[src/rtl/instruction_fetch_pkg.sv]
// Shared CPU definitions for the 16-bit pipeline.
// Word and address widths, NOP encoding and fetch-buffer entry layout.
package instruction_fetch_pkg;

    localparam int WORD_W = 16;
    localparam int ADDR_W = 16;

    typedef logic [WORD_W-1:0] word_t;
    typedef logic [ADDR_W-1:0] addr_t;

    localparam word_t NOP_WORD = 16'h0800;

    typedef struct packed {
        word_t instr;
        addr_t pc_plus1;
    } fb_entry_t;

endpackage

[src/rtl/fetch_buffer.sv]
// Two-entry FIFO holding fetched words with their pc+1.
// Flush empties the buffer in one cycle.
module fetch_buffer
    import instruction_fetch_pkg::*;
(
    input  logic      clk,
    input  logic      rst,
    input  logic      push,
    input  logic      pop,
    input  logic      flush,
    input  fb_entry_t wdata,
    output fb_entry_t rdata,
    output logic [1:0] count,
    output logic      full,
    output logic      empty
);

    fb_entry_t mem [2];
    logic      wptr;
    logic      rptr;
    logic      do_push;
    logic      do_pop;

    assign full    = (count == 2'd2);
    assign empty   = (count == 2'd0);
    assign do_pop  = pop && !empty;
    assign do_push = push && (!full || do_pop);
    assign rdata   = mem[rptr];

    always_ff @(posedge clk or negedge rst) begin
        if (!rst) begin
            wptr   <= 1'b0;
            rptr   <= 1'b0;
            count  <= 2'd0;
            mem[0] <= '0;
            mem[1] <= '0;
        end else if (flush) begin
            wptr  <= 1'b0;
            rptr  <= 1'b0;
            count <= 2'd0;
        end else begin
            if (do_push) begin
                mem[wptr] <= wdata;
                wptr      <= ~wptr;
            end
            if (do_pop)
                rptr <= ~rptr;
            unique case ({do_push, do_pop})
                2'b10:   count <= count + 2'd1;
                2'b01:   count <= count - 2'd1;
                default: count <= count;
            endcase
        end
    end

endmodule

[src/rtl/instruction_fetch.sv]
// Fetch stage: PC, request credits, response discard and IF/ID register.
// Credits are reserved at request time so a response always has a slot.
module instruction_fetch
    import instruction_fetch_pkg::*;
#(
    parameter addr_t RESET_PC  = 16'h0000,
    parameter word_t NOP_INSTR = NOP_WORD
) (
    input  logic  clk,
    input  logic  rst,
    output logic  imem_req,
    output addr_t imem_addr,
    input  logic  imem_gnt,
    input  logic  imem_rvalid,
    input  word_t imem_rdata,
    input  logic  stall,
    input  logic  redirect,
    input  addr_t redirect_pc,
    output logic  id_valid,
    output word_t id_instruction,
    output addr_t id_pc_plus1
);

    addr_t      pc;
    addr_t      resp_pc;
    logic [1:0] outstanding;
    logic [1:0] discard;
    logic [1:0] fifo_count;
    logic       fifo_full;
    logic       fifo_empty;
    fb_entry_t  fifo_head;
    logic [2:0] credit_used;
    logic [2:0] pending;
    logic       grant;
    logic       accept;
    logic       drop_resp;
    logic       bypass;
    logic       fifo_push;
    logic       fifo_pop;

    assign credit_used = {1'b0, outstanding} + {1'b0, discard}
                       + {1'b0, fifo_count};
    assign imem_req  = rst && !redirect && (credit_used < 3'd2);
    assign imem_addr = pc;

    assign grant     = imem_req && imem_gnt;
    assign accept    = imem_rvalid && (discard == 2'd0) && !redirect;
    assign drop_resp = imem_rvalid && (discard != 2'd0);
    assign bypass    = !stall && fifo_empty && accept;
    assign fifo_pop  = !redirect && !stall && !fifo_empty;
    assign fifo_push = accept && !bypass && (!fifo_full || fifo_pop);

    // Everything still owed by memory at a redirect becomes a discard.
    assign pending = {1'b0, discard} + {1'b0, outstanding}
                   - {2'b00, imem_rvalid};

    fetch_buffer u_buf (
        .clk   (clk),
        .rst   (rst),
        .push  (fifo_push),
        .pop   (fifo_pop),
        .flush (redirect),
        .wdata ('{instr: imem_rdata, pc_plus1: resp_pc + 16'd1}),
        .rdata (fifo_head),
        .count (fifo_count),
        .full  (fifo_full),
        .empty (fifo_empty)
    );

    always_ff @(posedge clk or negedge rst) begin
        if (!rst) begin
            pc             <= RESET_PC;
            resp_pc        <= RESET_PC;
            outstanding    <= 2'd0;
            discard        <= 2'd0;
            id_valid       <= 1'b0;
            id_instruction <= NOP_INSTR;
            id_pc_plus1    <= RESET_PC;
        end else if (redirect) begin
            pc             <= redirect_pc;
            resp_pc        <= redirect_pc;
            discard        <= pending[1:0];
            outstanding    <= 2'd0;
            id_valid       <= 1'b0;
            id_instruction <= NOP_INSTR;
        end else begin
            if (grant)
                pc <= pc + 16'd1;
            if (accept)
                resp_pc <= resp_pc + 16'd1;
            if (drop_resp)
                discard <= discard - 2'd1;
            unique case ({grant, accept})
                2'b10:   outstanding <= outstanding + 2'd1;
                2'b01:   outstanding <= outstanding - 2'd1;
                default: outstanding <= outstanding;
            endcase
            if (!stall) begin
                unique case (1'b1)
                    !fifo_empty: begin
                        id_valid       <= 1'b1;
                        id_instruction <= fifo_head.instr;
                        id_pc_plus1    <= fifo_head.pc_plus1;
                    end
                    accept: begin
                        id_valid       <= 1'b1;
                        id_instruction <= imem_rdata;
                        id_pc_plus1    <= resp_pc + 16'd1;
                    end
                    default: begin
                        id_valid       <= 1'b0;
                        id_instruction <= NOP_INSTR;
                    end
                endcase
            end
        end
    end

endmodule

[config.mk]
export PLATFORM = sky130hd
export DESIGN_NAME = instruction_fetch
export DESIGN_NICKNAME = d
export VERILOG_FILES = /design/src/rtl/instruction_fetch_pkg.sv /design/src/rtl/fetch_buffer.sv /design/src/rtl/instruction_fetch.sv
export SDC_FILE = /design/constraint.sdc
export NUM_CORES = 1
export LEC_CHECK = 0
export CAP_MARGIN = 10
export CORE_MARGIN = 8
export CORE_UTILIZATION = 56
export DETAILED_ROUTE_END_ITERATION = 8
export HOLD_SLACK_MARGIN = 0.12
export PLACE_DENSITY = 0.81
export SYNTH_ARGS = -nofsm -noshare
export SYNTH_HDL_FRONTEND = slang
export SYNTH_HIERARCHICAL = 1
export SYNTH_SLANG_ARGS = --single-unit
[constraint.sdc]
create_clock -name clk -period 3.4 [get_ports clk]
set_input_delay 0.68 -clock clk [delete_from_list [all_inputs] [get_ports clk]]
set_output_delay 0.68 -clock clk [all_outputs]
set_load 0.05 [all_outputs]
==> results.sh, run 1 <==
export IMPL_num_io_pins=88
export IMPL_syn_avg_cell_area_um2=11.6
export IMPL_final_core_util_pct=71.6
export IMPL_vias=5082
export IMPL_worstPathArrival_ps=2670
export IMPL_drt_iter0_markers=425
export IMPL_ys_async_sr_fraction_pct=100
export IMPL_p_leak_nw=3.95
export IMPL_seq_area_frac_synth_pct=49.3
export IMPL_tritoncts="yes"
export IMPL_cp_num_buf_inv=1
export IMPL_setup_tns_final_ps=0
export IMPL_syn_to_final_growth_pct=24.2
export IMPL_worst_clock_skew_ps=7.46
export IMPL_clock_sinks=137
export IMPL_dr_pass1_iters=5
export IMPL_core_area_mm2=0.0121
export IMPL_critical_path_class="flop to output port"
export IMPL_netlist_area_mm2=0.00695
export IMPL_synth_top_area_cell="dfrtp_1"
export IMPL_synth_nets=643
export IMPL_clockRootBuffer="clkbuf_16"
export IMPL_post_dp_hpwl_um=11300
export IMPL_numPortBuffers=87
export IMPL_grt_pass1_wl_um=27700
export IMPL_post_route_period_util_pct=98.4
export IMPL_status="complete, no violations"
export IMPL_ys_ff_latch=137
export IMPL_peakVddDrop_uv=336
export IMPL_cts_buffers=17
export IMPL_drv_slew=0
export IMPL_num_rows=40
export IMPL_htreeDepth=4
export IMPL_die_h_um=127
export IMPL_start_kind="flop"
export IMPL_cellPowerDensity_mw_per_mm2=686
export IMPL_cpLargestDelayFamily="adder cells"
export IMPL_diodes=0
export IMPL_p_total_w=0.00592
export IMPL_r2r_end="imem_addr[14]"
export IMPL_grt_antenna_before_repair=0
export IMPL_reg2reg_from="outstanding[0]"
export IMPL_vias_per_cell=5.81
export IMPL_clock_latency_ps=410
export IMPL_grt_overflow=0
export IMPL_place_gp_congestion=0.838
export IMPL_synth_warnings=6
export IMPL_fmax_ghz=0.299
export IMPL_fin_crit_ps=3350
export IMPL_worst_pin_slew_ps=828
export IMPL_clk_pin_slew_ps=60
export IMPL_wl_um=16800
export IMPL_syn_inst=598
export IMPL_first_global_vias=5374
export IMPL_clk_path_buf_depth=2
export IMPL_drv_cap=0
export IMPL_crit_start="outstanding[0]"
export IMPL_critPathMaxFanout=3
export IMPL_synth_edf_count=0
export IMPL_drive_gt1_share_pct=26.5
export IMPL_initial_utilization_pct=57.7
export IMPL_relSlewSlack_pct=44.8
export IMPL_crit_path_end_kind="output port"
export IMPL_ys_flop_type="dfrtp_1"
export IMPL_die_x_um=127
export IMPL_ys_types=55
export IMPL_final_antenna_net_count=0
export IMPL_setup_viol=0
export IMPL_grt_total_usage_pct=21.5
export IMPL_hold_slack_ps=161
export IMPL_synth_area_leaders="dfrtp_1 (49%), mux2_2 (14%), mux2_4 (6.3%)"
export IMPL_grt_max_degree=67
export IMPL_die_area_mm2=0.0162
export IMPL_max_stage_delay_ps=550
export IMPL_rrSetupSlack_ps=210
export IMPL_hold_viol=0
export IMPL_wl_per_cell_um=19.2
export IMPL_path_cells="ha_2, fa_2, fa_1, nor3b_4, and2_4, buf_12"
export IMPL_reg2reg_depth=8
export IMPL_worstPathRequired_ps=2720
export IMPL_cp_slowest_cell="fa_2"
export IMPL_layout_nets=738
export IMPL_drc=0
export IMPL_holdCritPathClass="input port to async pin"
export IMPL_netlist_area_leader_share_pct=48.9
==> power by group <==
part / total (W) / leakage (nW) / internal [W] / switching, W
clock: 0.00189 / 0.285 / 0.00118 / 0.000713
sequential: 0.00223 / 1.79 / 0.00197 / 0.000262
combinational: 0.00181 / 1.87 / 0.000846 / 0.000960
total: 0.00592 / 3.95 / 0.00399 / 0.00194
==> worst max path at each step <==
stage | to | slack (ps) | cells past startpoint
3_5_place_dp | u_buf/mem[59] | 210 | 7
6_report | imem_req | 50 | 6
3_3_place_gp | imem_addr[14] | 290 | 8
2_1_floorplan | imem_req | 480 | 5
4_1_cts | imem_req | 3 | 6
5_1_grt | imem_req | -10 | 6
==> cells in the final DEF, fill, tap and decap left out, types with 4 or more instances in the layout <==
master / Yosys / final
nand4_1: 4 / 4
ha_1: 5 / 4
buf_4: 0 / 21
mux2_2: 84 / 84
a22oi_1: 15 / 15
nand2b_1: 4 / 4
nor2_1: 28 / 28
a21oi_1: 9 / 9
nor4_1: 5 / 5
and3_1: 4 / 4
nand2_1: 75 / 75
xor2_1: 23 / 23
nand3_1: 17 / 17
clkinvlp_4: 0 / 5
nor3_1: 12 / 10
xnor2_1: 20 / 20
o21ai_0: 29 / 29
inv_1: 8 / 8
clkdlybuf4s50_1: 0 / 85
mux2i_1: 8 / 8
dfrtp_1: 136 / 136
a211oi_1: 5 / 5
mux2_4: 29 / 29
clkbuf_16: 0 / 17
==> cell families (layout without fill, tap and decap cells) <==
logic type      count (synthesis)  in the layout  synth area share [%]
mux                           121            121                  21.0
buf+inv                        41            149                  3.44
flops                         137            137                  49.3
compound gates                 74             74                  6.59
xor+xnor                       43             43                  5.42
simple gates                  175            175                  12.8
fa+ha+maj                       7              7                  1.48
==> routing by layer <==
metal  global-route usage (%)  vias to the layer above  routed length [um]
met5                        0                        -                   0
met4                     8.96                        0                 363
met3                     5.78                       31                1050
met2                     36.6                      184                8620
met1                     25.2                     2582                6750
li1                         -                     2285                   -
==> what timing repair did <==
| action | in CTS | in global routing |
|---|---|---|
| buffers inserted | 0 | 3 |
| pin swaps | 0 | 2 |
| hold buffers | 0 | 0 |
| gates resized for setup | 2 | 2 |
| endpoints found under the setup margin | 1 | 1 |
==> synthesized netlist by cell type (all sizes together), types with 2 or more instances <==
cell type,count
xnor2,20
xor2,23
a211oi,5
o211a,2
a22oi,15
nand2,76
buf,15
and2b,2
and2,2
fa,2
nand4,6
nor4,8
a31oi,3
nor2,30
nor2b,3
a21oi,9
mux2,113
dfrtp,136
ha,5
and3,4
nand3,19
nand2b,4
o21ai,32
o211ai,3
nor3b,4
nor3,12
inv,8
clkbuf,17
mux2i,8
==> flip-flops by register name, indices dropped and copies added, names as in the netlist <==
name            count
discard             2
id_instruction     16
id_pc_plus1        16
id_valid            1
imem_addr          16
outstanding         2
resp_pc            16
u_buf/count         2
u_buf/mem          64
u_buf/rptr          1
u_buf/wptr          1
==> per-stage QoR <==
stage	setup slack (ps)	area [um^2]	instances
3_3_place_gp	293	7990	839
6_report	54.9	8630	874
5_1_grt	-12.5	8630	874
3_5_place_dp	214	7990	839
2_1_floorplan	479	6950	598
4_1_cts	2.62	8610	871
==> final cells by class <==
type                    instances  area [um^2]
well taps                     168          210
multi-input cells             420         3310
clock buffers                  18          439
flip-flops and latches        137         3430
repair buffers                108         1040
clock inverters                14          173
fillers                       825         3430
inverters                       9         33.8
(Power assumes the default switching activity.)
==> inputs of run 2 (changes only) <==
GPL_ROUTABILITY_DRIVEN = 0   (was unset)
SETUP_SLACK_MARGIN = 0.1   (was unset)
SKIP_CTS_REPAIR_TIMING = 1   (was unset)
==> results.sh, run 2 (same netlist as run 1, synthesis figures left out) <==
export IMPL_worst_slack_ps=94.8
export IMPL_placed_area_mm2=0.00799
export IMPL_hold_viol=0
export IMPL_use_met3_pct=5.78
export IMPL_worstPathRequired_ps=2720
export IMPL_start_kind="flop"
export IMPL_largest_reg_flops=64
export IMPL_grt_pass1_wl_um=27600
export IMPL_critPathMaxFanout=4
export IMPL_layout_common_cells="dfrtp_1 (136), clkdlybuf4s50_1 (85), mux2_2 (84), nand2_1 (75)"
export IMPL_holdCritPathClass="input port to async pin"
export IMPL_wl_per_cell_um=19.3
export IMPL_setup_tns_final_ps=0
export IMPL_diodes=0
export IMPL_worstPathArrival_ps=2630
export IMPL_final_cell_area_mm2=0.00863
export IMPL_clock_latency_ps=410
export IMPL_post_route_period_util_pct=97.2
export IMPL_cellPowerDensity_mw_per_mm2=685
export IMPL_initial_utilization_pct=57.7
export IMPL_wl_um=16800
export IMPL_hold_slack_ps=161
export IMPL_tritoncts="yes"
export IMPL_layout_nets=736
export IMPL_worst_pin_slew_ps=830
export IMPL_cp_num_cells=6
export IMPL_drv_slew=0
export IMPL_clk_pin_slew_ps=60
export IMPL_grt_overflow=0
export IMPL_first_global_vias=5353
export IMPL_gr_usage_met1_pct=25.2
export IMPL_numPortBuffers=87
export IMPL_rsz0062_at_grt="true"
export IMPL_setup_viol=0
export IMPL_cp_slowest_cell="fa_2"
export IMPL_largest_register="u_buf/mem"
export IMPL_die_x_um=127
export IMPL_final_antenna_net_count=0
export IMPL_core_area_mm2=0.0121
export IMPL_dp_slack_ps=214
export IMPL_die_h_um=127
export IMPL_final_common_cell="dfrtp_1"
export IMPL_fin_crit_ps=3310
export IMPL_num_rows=40
export IMPL_max_stage_delay_ps=550
export IMPL_peakVddDrop_uv=334
export IMPL_met2_usage_pct=36.5
export IMPL_drt_iter0_markers=466
export IMPL_grt_antenna_before_repair=0
export IMPL_die_area_mm2=0.0162
export IMPL_p_leak_nw=3.94
export IMPL_fmax_ghz=0.303
export IMPL_clk_path_buf_depth=2
export IMPL_relSlewSlack_pct=44.7
export IMPL_grt_max_degree=67
export IMPL_vias_per_cell=5.80
export IMPL_syn_to_final_growth_pct=24.1
export IMPL_num_io_pins=88
export IMPL_path_cells="ha_2, fa_2, fa_1, nor3b_4, and2_4, buf_12"
export IMPL_drc=0
export IMPL_cts_buffers=17
export IMPL_crit_path_end_kind="output port"
export IMPL_status="complete, no violations"
export IMPL_post_dp_hpwl_um=11300
export IMPL_htreeDepth=4
export IMPL_clockRootBuffer="clkbuf_16"
export IMPL_drv_cap=0
export IMPL_critical_path_class="flop to output port"
export IMPL_clock_sinks=137
export IMPL_top_usage_layer="met2"
export IMPL_rrSetupSlack_ps=330
export IMPL_drive_gt1_share_pct=26.6
export IMPL_reg2reg_depth=9
export IMPL_cpLargestDelayFamily="adder cells"
export IMPL_vias=5057
export IMPL_cp_num_buf_inv=1
export IMPL_worst_clock_skew_ps=7.32
export IMPL_grt_total_usage_pct=21.4
export IMPL_dr_pass1_iters=6
## run 2: stage by stage
step           utilization, %  std cells  power (W)
3_3_place_gp             66.2        839    0.00391
3_5_place_dp             66.2        839    0.00400
2_1_floorplan               -        598    0.00342
6_report                 71.5        872    0.00591
4_1_cts                  71.3        871    0.00591
5_1_grt                  71.5        872    0.00617
## run 2: cell type report
class	count	area (um^2)
Timing Repair Buffer	106	1020
Sequential cell	137	3430
Clock inverter	14	173
Fill cell	820	3430
Multi-Input combinational cell	420	3320
Tap cell	168	210
Clock buffer	18	439
Inverter	9	33.8
## run 2: worst reg2reg max path: stages, from the launching register on
cell	delay, ps
dfrtp_1	420
ha_2	210
fa_2	550
fa_1	460
nor3b_4	260
buf_4	160
and3_2	350
nand2_1	170
or3_1	360
nand3_1	80
## run 2: worst paths after layout
kind	start	endpoint
max	outstanding[0]	imem_req
min	rst	u_buf/mem[16]
max reg2reg	outstanding[0]	imem_addr[14]
min reg2reg	id_instruction[11]	id_instruction[11]
max in group asynchronous	rst	discard[0]
min in group clk	id_instruction[11]	id_instruction[11]
## run 2: where the power goes
group,internal [W],total [W],switching (W),leakage (nW)
Clock,0.00118,0.00189,0.000711,0.285
Sequential,0.00197,0.00223,0.000262,1.79
Combinational,0.000838,0.00179,0.000954,1.86
## run 2: layer usage
layer  wire (um)  part of all wire [%]
met2        8630                    51
met4         344                   2.0
met3        1030                   6.1
met5           0                     0
met1        6820                    41
==> inputs of run 3 (changes only) <==
CELL_PAD_IN_SITES_DETAIL_PLACEMENT = 0   (was unset)
CELL_PAD_IN_SITES_GLOBAL_PLACEMENT = 1   (was unset)
CORE_UTILIZATION = 45   (was 56)
MAX_ROUTING_LAYER = met4   (was unset)
PLACE_DENSITY = unset   (was 0.81)
PLACE_DENSITY_LB_ADDON = 0.1   (was unset)
==> results.sh, run 3 (same netlist as run 1, synthesis figures left out) <==
export IMPL_grt_max_degree=56
export IMPL_htreeDepth=4
export IMPL_layout_common_cells="dfrtp_1 (136), clkdlybuf4s50_1 (85), mux2_2 (84), nand2_1 (75)"
export IMPL_numPortBuffers=87
export IMPL_drc=0
export IMPL_worstPathRequired_ps=2720
export IMPL_clockRootBuffer="clkbuf_16"
export IMPL_core_area_mm2=0.0151
export IMPL_post_route_period_util_pct=96.9
export IMPL_final_cell_area_mm2=0.00868
export IMPL_syn_to_final_growth_pct=24.8
export IMPL_num_rows=45
export IMPL_worst_pin_slew_ps=688
export IMPL_wl_um=16400
export IMPL_hold_viol=0
export IMPL_peakVddDrop_uv=395
export IMPL_placed_area_mm2=0.00804
export IMPL_drt_iter0_markers=224
export IMPL_largest_register="u_buf/mem"
export IMPL_initial_utilization_pct=45.9
export IMPL_cellPowerDensity_mw_per_mm2=673
export IMPL_holdCritPathClass="input port to async pin"
export IMPL_critPathMaxFanout=3
export IMPL_dr_pass1_iters=4
export IMPL_relSlewSlack_pct=54.2
export IMPL_worst_slack_ps=105
export IMPL_diodes=0
export IMPL_p_total_w=0.00583
export IMPL_final_core_util_pct=57.3
export IMPL_first_global_vias=5166
export IMPL_drv_cap=0
export IMPL_clock_latency_ps=420
export IMPL_clk_pin_slew_ps=60
export IMPL_met3_length_um=544
export IMPL_clk_path_buf_depth=2
export IMPL_tritoncts="yes"
export IMPL_top_layer="met4"
export IMPL_vias=4839
export IMPL_setup_tns_final_ps=0
export IMPL_wl_per_cell_um=18.3
export IMPL_drt_met1_wl_um=7770
export IMPL_die_area_mm2=0.0197
export IMPL_start_kind="flop"
export IMPL_setup_viol=0
export IMPL_fmax_ghz=0.303
export IMPL_drv_slew=0
export IMPL_grt_overflow=0
export IMPL_num_io_pins=88
export IMPL_status="complete, no violations"
export IMPL_die_x_um=140
export IMPL_final_common_cell="dfrtp_1"
export IMPL_clock_sinks=137
export IMPL_critical_path_class="flop to output port"
export IMPL_die_h_um=140
export IMPL_wl_met2_um=7910
export IMPL_crit_path_end_kind="output port"
export IMPL_worstPathArrival_ps=2620
export IMPL_grt_total_usage_pct=17.9
export IMPL_drive_gt1_share_pct=26.8
export IMPL_worst_clock_skew_ps=6.92
export IMPL_post_dp_hpwl_um=11100
export IMPL_final_antenna_net_count=0
export IMPL_rsz0062_at_grt="true"
export IMPL_grt_pass1_wl_um=27200
export IMPL_p_leak_nw=3.97
export IMPL_grt_antenna_before_repair=0
export IMPL_dp_slack_ps=317
export IMPL_cts_buffers=17
export IMPL_fin_crit_ps=3300
export IMPL_vias_per_cell=5.39
export IMPL_layout_nets=741
export IMPL_largest_reg_flops=64
run 3: cell count changes in the layout (fill, tap and decap cells not counted), sizes merged:
cell	delta
clkinvlp	-3
inv	+1
buf	+5
clkinv	+3
bufinv	-1
run 3: per-layer routing:
| layer | global-route usage, % | vias to the layer above |
|---|---|---|
| li1 | - | 2299 |
| met1 | 22.6 | 2424 |
| met2 | 28.3 | 98 |
| met3 | 3.77 | 18 |
| met4 | 6.00 | 0 |
| met5 | - | - |
run 3: metrics by stage:
step,cells,hold WS [ps]
final,897,148
after floorplan,598,384
after global routing,897,157
after global placement,859,450
after detailed placement,859,459
after CTS,891,146
run 3: worst max-delay path, cell delays in order, from the launching register on:
cell	delay [ps]
dfrtp_1	400
ha_2	200
fa_2	580
fa_1	440
nor3b_2	250
and2_4	190
buf_12	130
run 3: final timing paths:
check,slack (ps),depth (start not counted),endpoint,startpoint
min in group clk,470,2,id_pc_plus1[11],id_pc_plus1[11]
max in group asynchronous,2250,2,u_buf/mem[55],rst
hold / removal,150,1,id_pc_plus1[10],rst
setup / recovery,100,6,imem_req,discard[0]
setup reg to reg,260,9,imem_addr[11],discard[0]
hold reg to reg,470,2,id_pc_plus1[11],id_pc_plus1[11]
run 3: layout make-up:
type	instances	area (um^2)
Clock buffer	18	439
Clock inverter	14	148
Fill cell	1288	6470
Inverter	9	33.8
Multi-Input combinational cell	420	3300
Sequential cell	137	3430
Tap cell	188	235
Timing Repair Buffer	111	1090
run 3: report_power, final:
| part | total (W) | switching (W) | leakage (nW) | internal (W) |
|---|---|---|---|---|
| sequential | 0.00221 | 0.000242 | 1.79 | 0.00197 |
| combinational | 0.00181 | 0.000940 | 1.89 | 0.000866 |
| clock | 0.00182 | 0.000718 | 0.287 | 0.00110 |
| total | 0.00583 | 0.00190 | 3.97 | 0.00393 |
==> variant 1, RTL diff (settings of run 1) <==
Set the package constant `WORD_W` to 20 (it was 16).
--- a/src/rtl/instruction_fetch_pkg.sv
+++ b/src/rtl/instruction_fetch_pkg.sv
@@ -3,5 +3,5 @@
 package instruction_fetch_pkg;
 
-    localparam int WORD_W = 16;
+    localparam int WORD_W = 20;
     localparam int ADDR_W = 16;
 
Ports: changed (resized id_instruction and imem_rdata); port bits go from 88 to 96. No check against the original RTL was run, so the function may have changed too.
==> variant 1 against run 1 <==
Critical path type unchanged. Sequential cell count rose by 12. Clock skew fell by 0.0024 ns. Power rose by 7.9%. Largest power group unchanged. Area after synthesis rose by 7.3%. Critical path depth fell by 1. Routed wire length rose by 6.9%. Worst setup slack improved by 0.027 ns. Via count rose by 9.3%. Critical endpoint unchanged. Sequential power rose by 9.4%. Final area rose by 6.9%.
==> variant 1: results (changes against run 1) <==
metric	value	unit	change
ys_seq_area_frac	0.500		was 0.493
synth_area_leaders	dfrtp_1, mux2_2, mux2_4, nand2_1, o21ai_0		was dfrtp_1, mux2_2, mux2_4, nand2_1, xor2_1
postSynth.asyncResetShare	1.00		unchanged
clk_path_buf_depth	2		unchanged
io_buffers	95		was 87
nNetsFinal	801		was 738
n_antenna_cell	0		unchanged
drt-met1-wl	7660	microns	was 6750 microns
routed_via_density	5.90		was 5.81
hold_class	input port to async pin		unchanged
clk_latency	0.43	ns	was 0.41 ns
routed.top_layer	met4		unchanged
grt_pass1_wl	29800	microns	was 27700 microns
synth.net_count	706		was 643
track_usage	0.211		was 0.215
route.met3.wl	1150	microns	was 1050 microns
p_seq	0.00244	W	was 0.00223 W
p_leak	4.21	nW	was 3.95 nW
numCtsBuffers	17		unchanged
ys.flop_type	dfrtp_1		unchanged
coreArea	13100	sq um	was 12100 sq um
ys_types	57		was 55
critPathMaxFanout	2		was 3
slew_viol_final	0		unchanged
drtIter0Drc	533		was 425
ir_drop	0.429	mV	was 0.336 mV
grt_pass1_vias	5905		was 5374
tightestPinTransition	0.730	ns	was 0.828 ns
slowest_stage	fa_1		was fa_2
wl_met2	8840	microns	was 8620 microns
outcome	completed		unchanged
cts.reportedPaths.clkPinSlew	0.06	ns	about the same
drive_above_1_share	0.239		was 0.265
critPathMaxStageDelay	0.60	ns	was 0.55 ns
fin_skew	0.00509	ns	was 0.00746 ns
dr.pass1.iters	5		unchanged
swShare	0.321		was 0.327
cts_root_buffer	clkbuf_16		unchanged
synthTopCellsByCount	dfrtp_1, nand2_1, mux2_2		was dfrtp_1, mux2_2, nand2_1
clockPowerShare	0.311		was 0.319
place_hpwl	11900	microns	was 11300 microns
ys.warnings.count	6		unchanged
cts.htree.levels	4		unchanged
cp_top_family	adder cells		unchanged
cp.arrival	2.64	ns	was 2.67 ns
reg_top3	u_buf/mem x72, id_instruction x20		
grt_max_degree	61		was 67
reg2regPathDepth	9		was 8
wl	17900	microns	was 16800 microns
antenna_found_initial	0		unchanged
place_congestion	0.897		was 0.838
[variant 1: metrics by stage]
stage	area, sq um	instances	setup WS (ns)	total power, W	utilization
after floorplan	7460	657	0.0954	0.00373	-
after CTS	9230	941	0.00658	0.00641	0.703
after global routing	9230	941	0.00358	0.00666	0.703
after global placement	8560	906	0.414	0.00426	0.651
after detailed placement	8560	906	0.263	0.00435	0.651
final	9230	941	0.0823	0.00639	0.703
[variant 1: repair_timing]
item | CTS | global route
setup buffers | 3 | 0
setup endpoints to repair | 1 | 1
resized for setup | 3 | 0
pin swaps | 3 | 1
hold endpoints to repair | 0 | 0
[variant 1: cells by family (layout without fill, tap and decap cells)]
kind of cell / Yosys count / in the layout / share of synthesized area
AND/OR/NAND/NOR: 201 / 201 / 0.135
XOR/XNOR: 38 / 38 / 0.0446
adder cells (fa/ha/maj): 7 / 7 / 0.0138
AO/OA/AOI/OAI: 101 / 101 / 0.0834
flip-flops: 149 / 149 / 0.500
multiplexers: 114 / 114 / 0.186
buffers and inverters: 47 / 155 / 0.0376
[variant 1: path summary, 6_finish.rpt]
kind | start | end | slack (ns)
setup / recovery | outstanding[0] | imem_req | 0.08
hold reg to reg | id_instruction[11] | id_instruction[11] | 0.47
hold / removal | rst | u_buf/mem[68] | 0.18
setup reg to reg | outstanding[0] | imem_addr[10] | 0.21
min in group clk | id_instruction[11] | id_instruction[11] | 0.47
max in group asynchronous | rst | id_pc_plus1[0] | 2.11
[variant 1: layout make-up]
class                   count  area, sq um
inverters                   9         33.8
well taps                 176          220
flip-flops and latches    149         3730
multi-input cells         461         3480
clock inverters             7          116
fillers                   907         3910
repair buffers            114         1130
clock buffers              25          515
[variant 1: per-layer routing]
layer	vias to the layer above	global-route usage
met5	-	0
met4	0	0.0759
met3	29	0.0575
met2	206	0.344
met1	2808	0.264
li1	2511	-
==> variant 2, RTL diff (settings of run 1) <==
Made on the original files. Make the reset (`rst`) synchronous in 2 clocked blocks.
--- a/src/rtl/fetch_buffer.sv
+++ b/src/rtl/fetch_buffer.sv
@@ -28,5 +28,5 @@
     assign rdata   = mem[rptr];
 
-    always_ff @(posedge clk or negedge rst) begin
+    always_ff @(posedge clk) begin
         if (!rst) begin
             wptr   <= 1'b0;
--- a/src/rtl/instruction_fetch.sv
+++ b/src/rtl/instruction_fetch.sv
@@ -68,5 +68,5 @@
     );
 
-    always_ff @(posedge clk or negedge rst) begin
+    always_ff @(posedge clk) begin
         if (!rst) begin
             pc             <= RESET_PC;
Check against the original RTL: differs if rst is asserted again (counterexample within 4 cycles, from zero or initial values and one cycle with rst low); with rst held inactive, the same outputs for 4 cycles.
==> variant 2 against run 1 <==
Critical endpoint unchanged. Sequential cell count is 1 higher. Critical path depth stayed put. Final area is 0.81% lower. Routed wire length is 9.7% higher. Area after synthesis is 0.95% lower. Worst setup slack better by 0.10 ns. First-iteration DRC count is 19% higher. Highest routed layer unchanged.
Power is not compared: it rests on default switching activity, and its combinational part moved more than twofold at a synthesized area within 25%.
==> variant 2: results (changes against run 1) <==
metric	value	unit	change
cts.htree.levels	4		unchanged
post_drt_wl_per_cell	20.1	microns	was 19.2 microns
ys_types	66		was 55
synth_xor_area_frac	0.0420		was 0.0542
grt_pass1_vias	5623		was 5374
drt-met1-wl	7680	microns	was 6750 microns
synth.net_count	722		was 643
reg2regPathDepth	9		was 8
grt_pass1_wl	29300	microns	was 27700 microns
pwr-share-comb	0.129		
drtIter0Drc	506		was 425
critPathMaxFanout	10		was 3
postSynth.asyncResetShare	0		was 1.00
route.met3.wl	1250	microns	was 1050 microns
cts.reportedPaths.clkPinSlew	0.06	ns	about the same
hold_class	flip-flop to flip-flop		was input port to async pin
outcome	completed		unchanged
cp.arrival	2.56	ns	was 2.67 ns
fin_skew	0.00691	ns	was 0.00746 ns
routed_via_density	6.14		was 5.81
use_met1	0.274		was 0.252
reg2reg_to	outstanding[1]		was imem_addr[14]
p_leak	3.13	nW	
maxSlewHeadroom	0.457		was 0.448
place_congestion	0.964		was 0.838
endpoint	imem_req		unchanged
met3_usage	0.0578		about the same
synthTopCellsByCount	dfxtp_1, and2_1, edfxtp_1		was dfrtp_1, mux2_2, nand2_1
ys.flop_type	dfxtp_1		was dfrtp_1
synth_edf_count	64		was 0
met2_usage	0.376		was 0.366
wl_met2	8870	microns	was 8620 microns
drive_above_1_share	0.139		was 0.265
nNetsFinal	802		was 738
muxShareOfSynthArea	0.0641		was 0.210
slowest_stage	fa_1		was fa_2
ys_seq_area_frac	0.494		was 0.493
synth_area_leaders	edfxtp_1, dfxtp_1, and2_1, mux2_2, a21oi_1		was dfrtp_1, mux2_2, mux2_4, nand2_1, xor2_1
intPower	0.00329	W	
synth-compound-area-share	0.130		was 0.0659
track_usage	0.231		was 0.215
crit_start	outstanding[0]		unchanged
critPathMaxStageDelay	0.50	ns	was 0.55 ns
synth_fa_ha_area_frac	0.0167		was 0.0148
place_hpwl	12600	microns	was 11300 microns
nFillCells	878		was 825
r2r_setup_slack	0.34	ns	was 0.21 ns
grt_max_degree	36		was 67
==> variant 2: area by class of cell <==
class | instances | area share
well taps | 147 | 0.0215
multi-input cells | 474 | 0.375
repair buffers | 108 | 0.123
clock buffers | 22 | 0.0617
inverters | 17 | 0.00745
clock inverters | 10 | 0.0148
flip-flops and latches | 138 | 0.397
==> variant 2: per-stage QoR <==
| step | total power, W | cell area, sq um | hold slack [ns] | std cells | setup WS, ns |
|---|---|---|---|---|---|
| finish | 0.00442 | 8560 | 0.483 | 916 | 0.157 |
| global route | 0.00455 | 8560 | 0.504 | 916 | 0.0539 |
| CTS | 0.00443 | 8560 | 0.487 | 916 | 0.0218 |
| detailed placement | 0.00248 | 7890 | 0.474 | 884 | 0.127 |
| global placement | 0.00246 | 7890 | 0.469 | 884 | 0.193 |
| floorplan | 0.00226 | 6900 | 0.472 | 676 | 0.0784 |
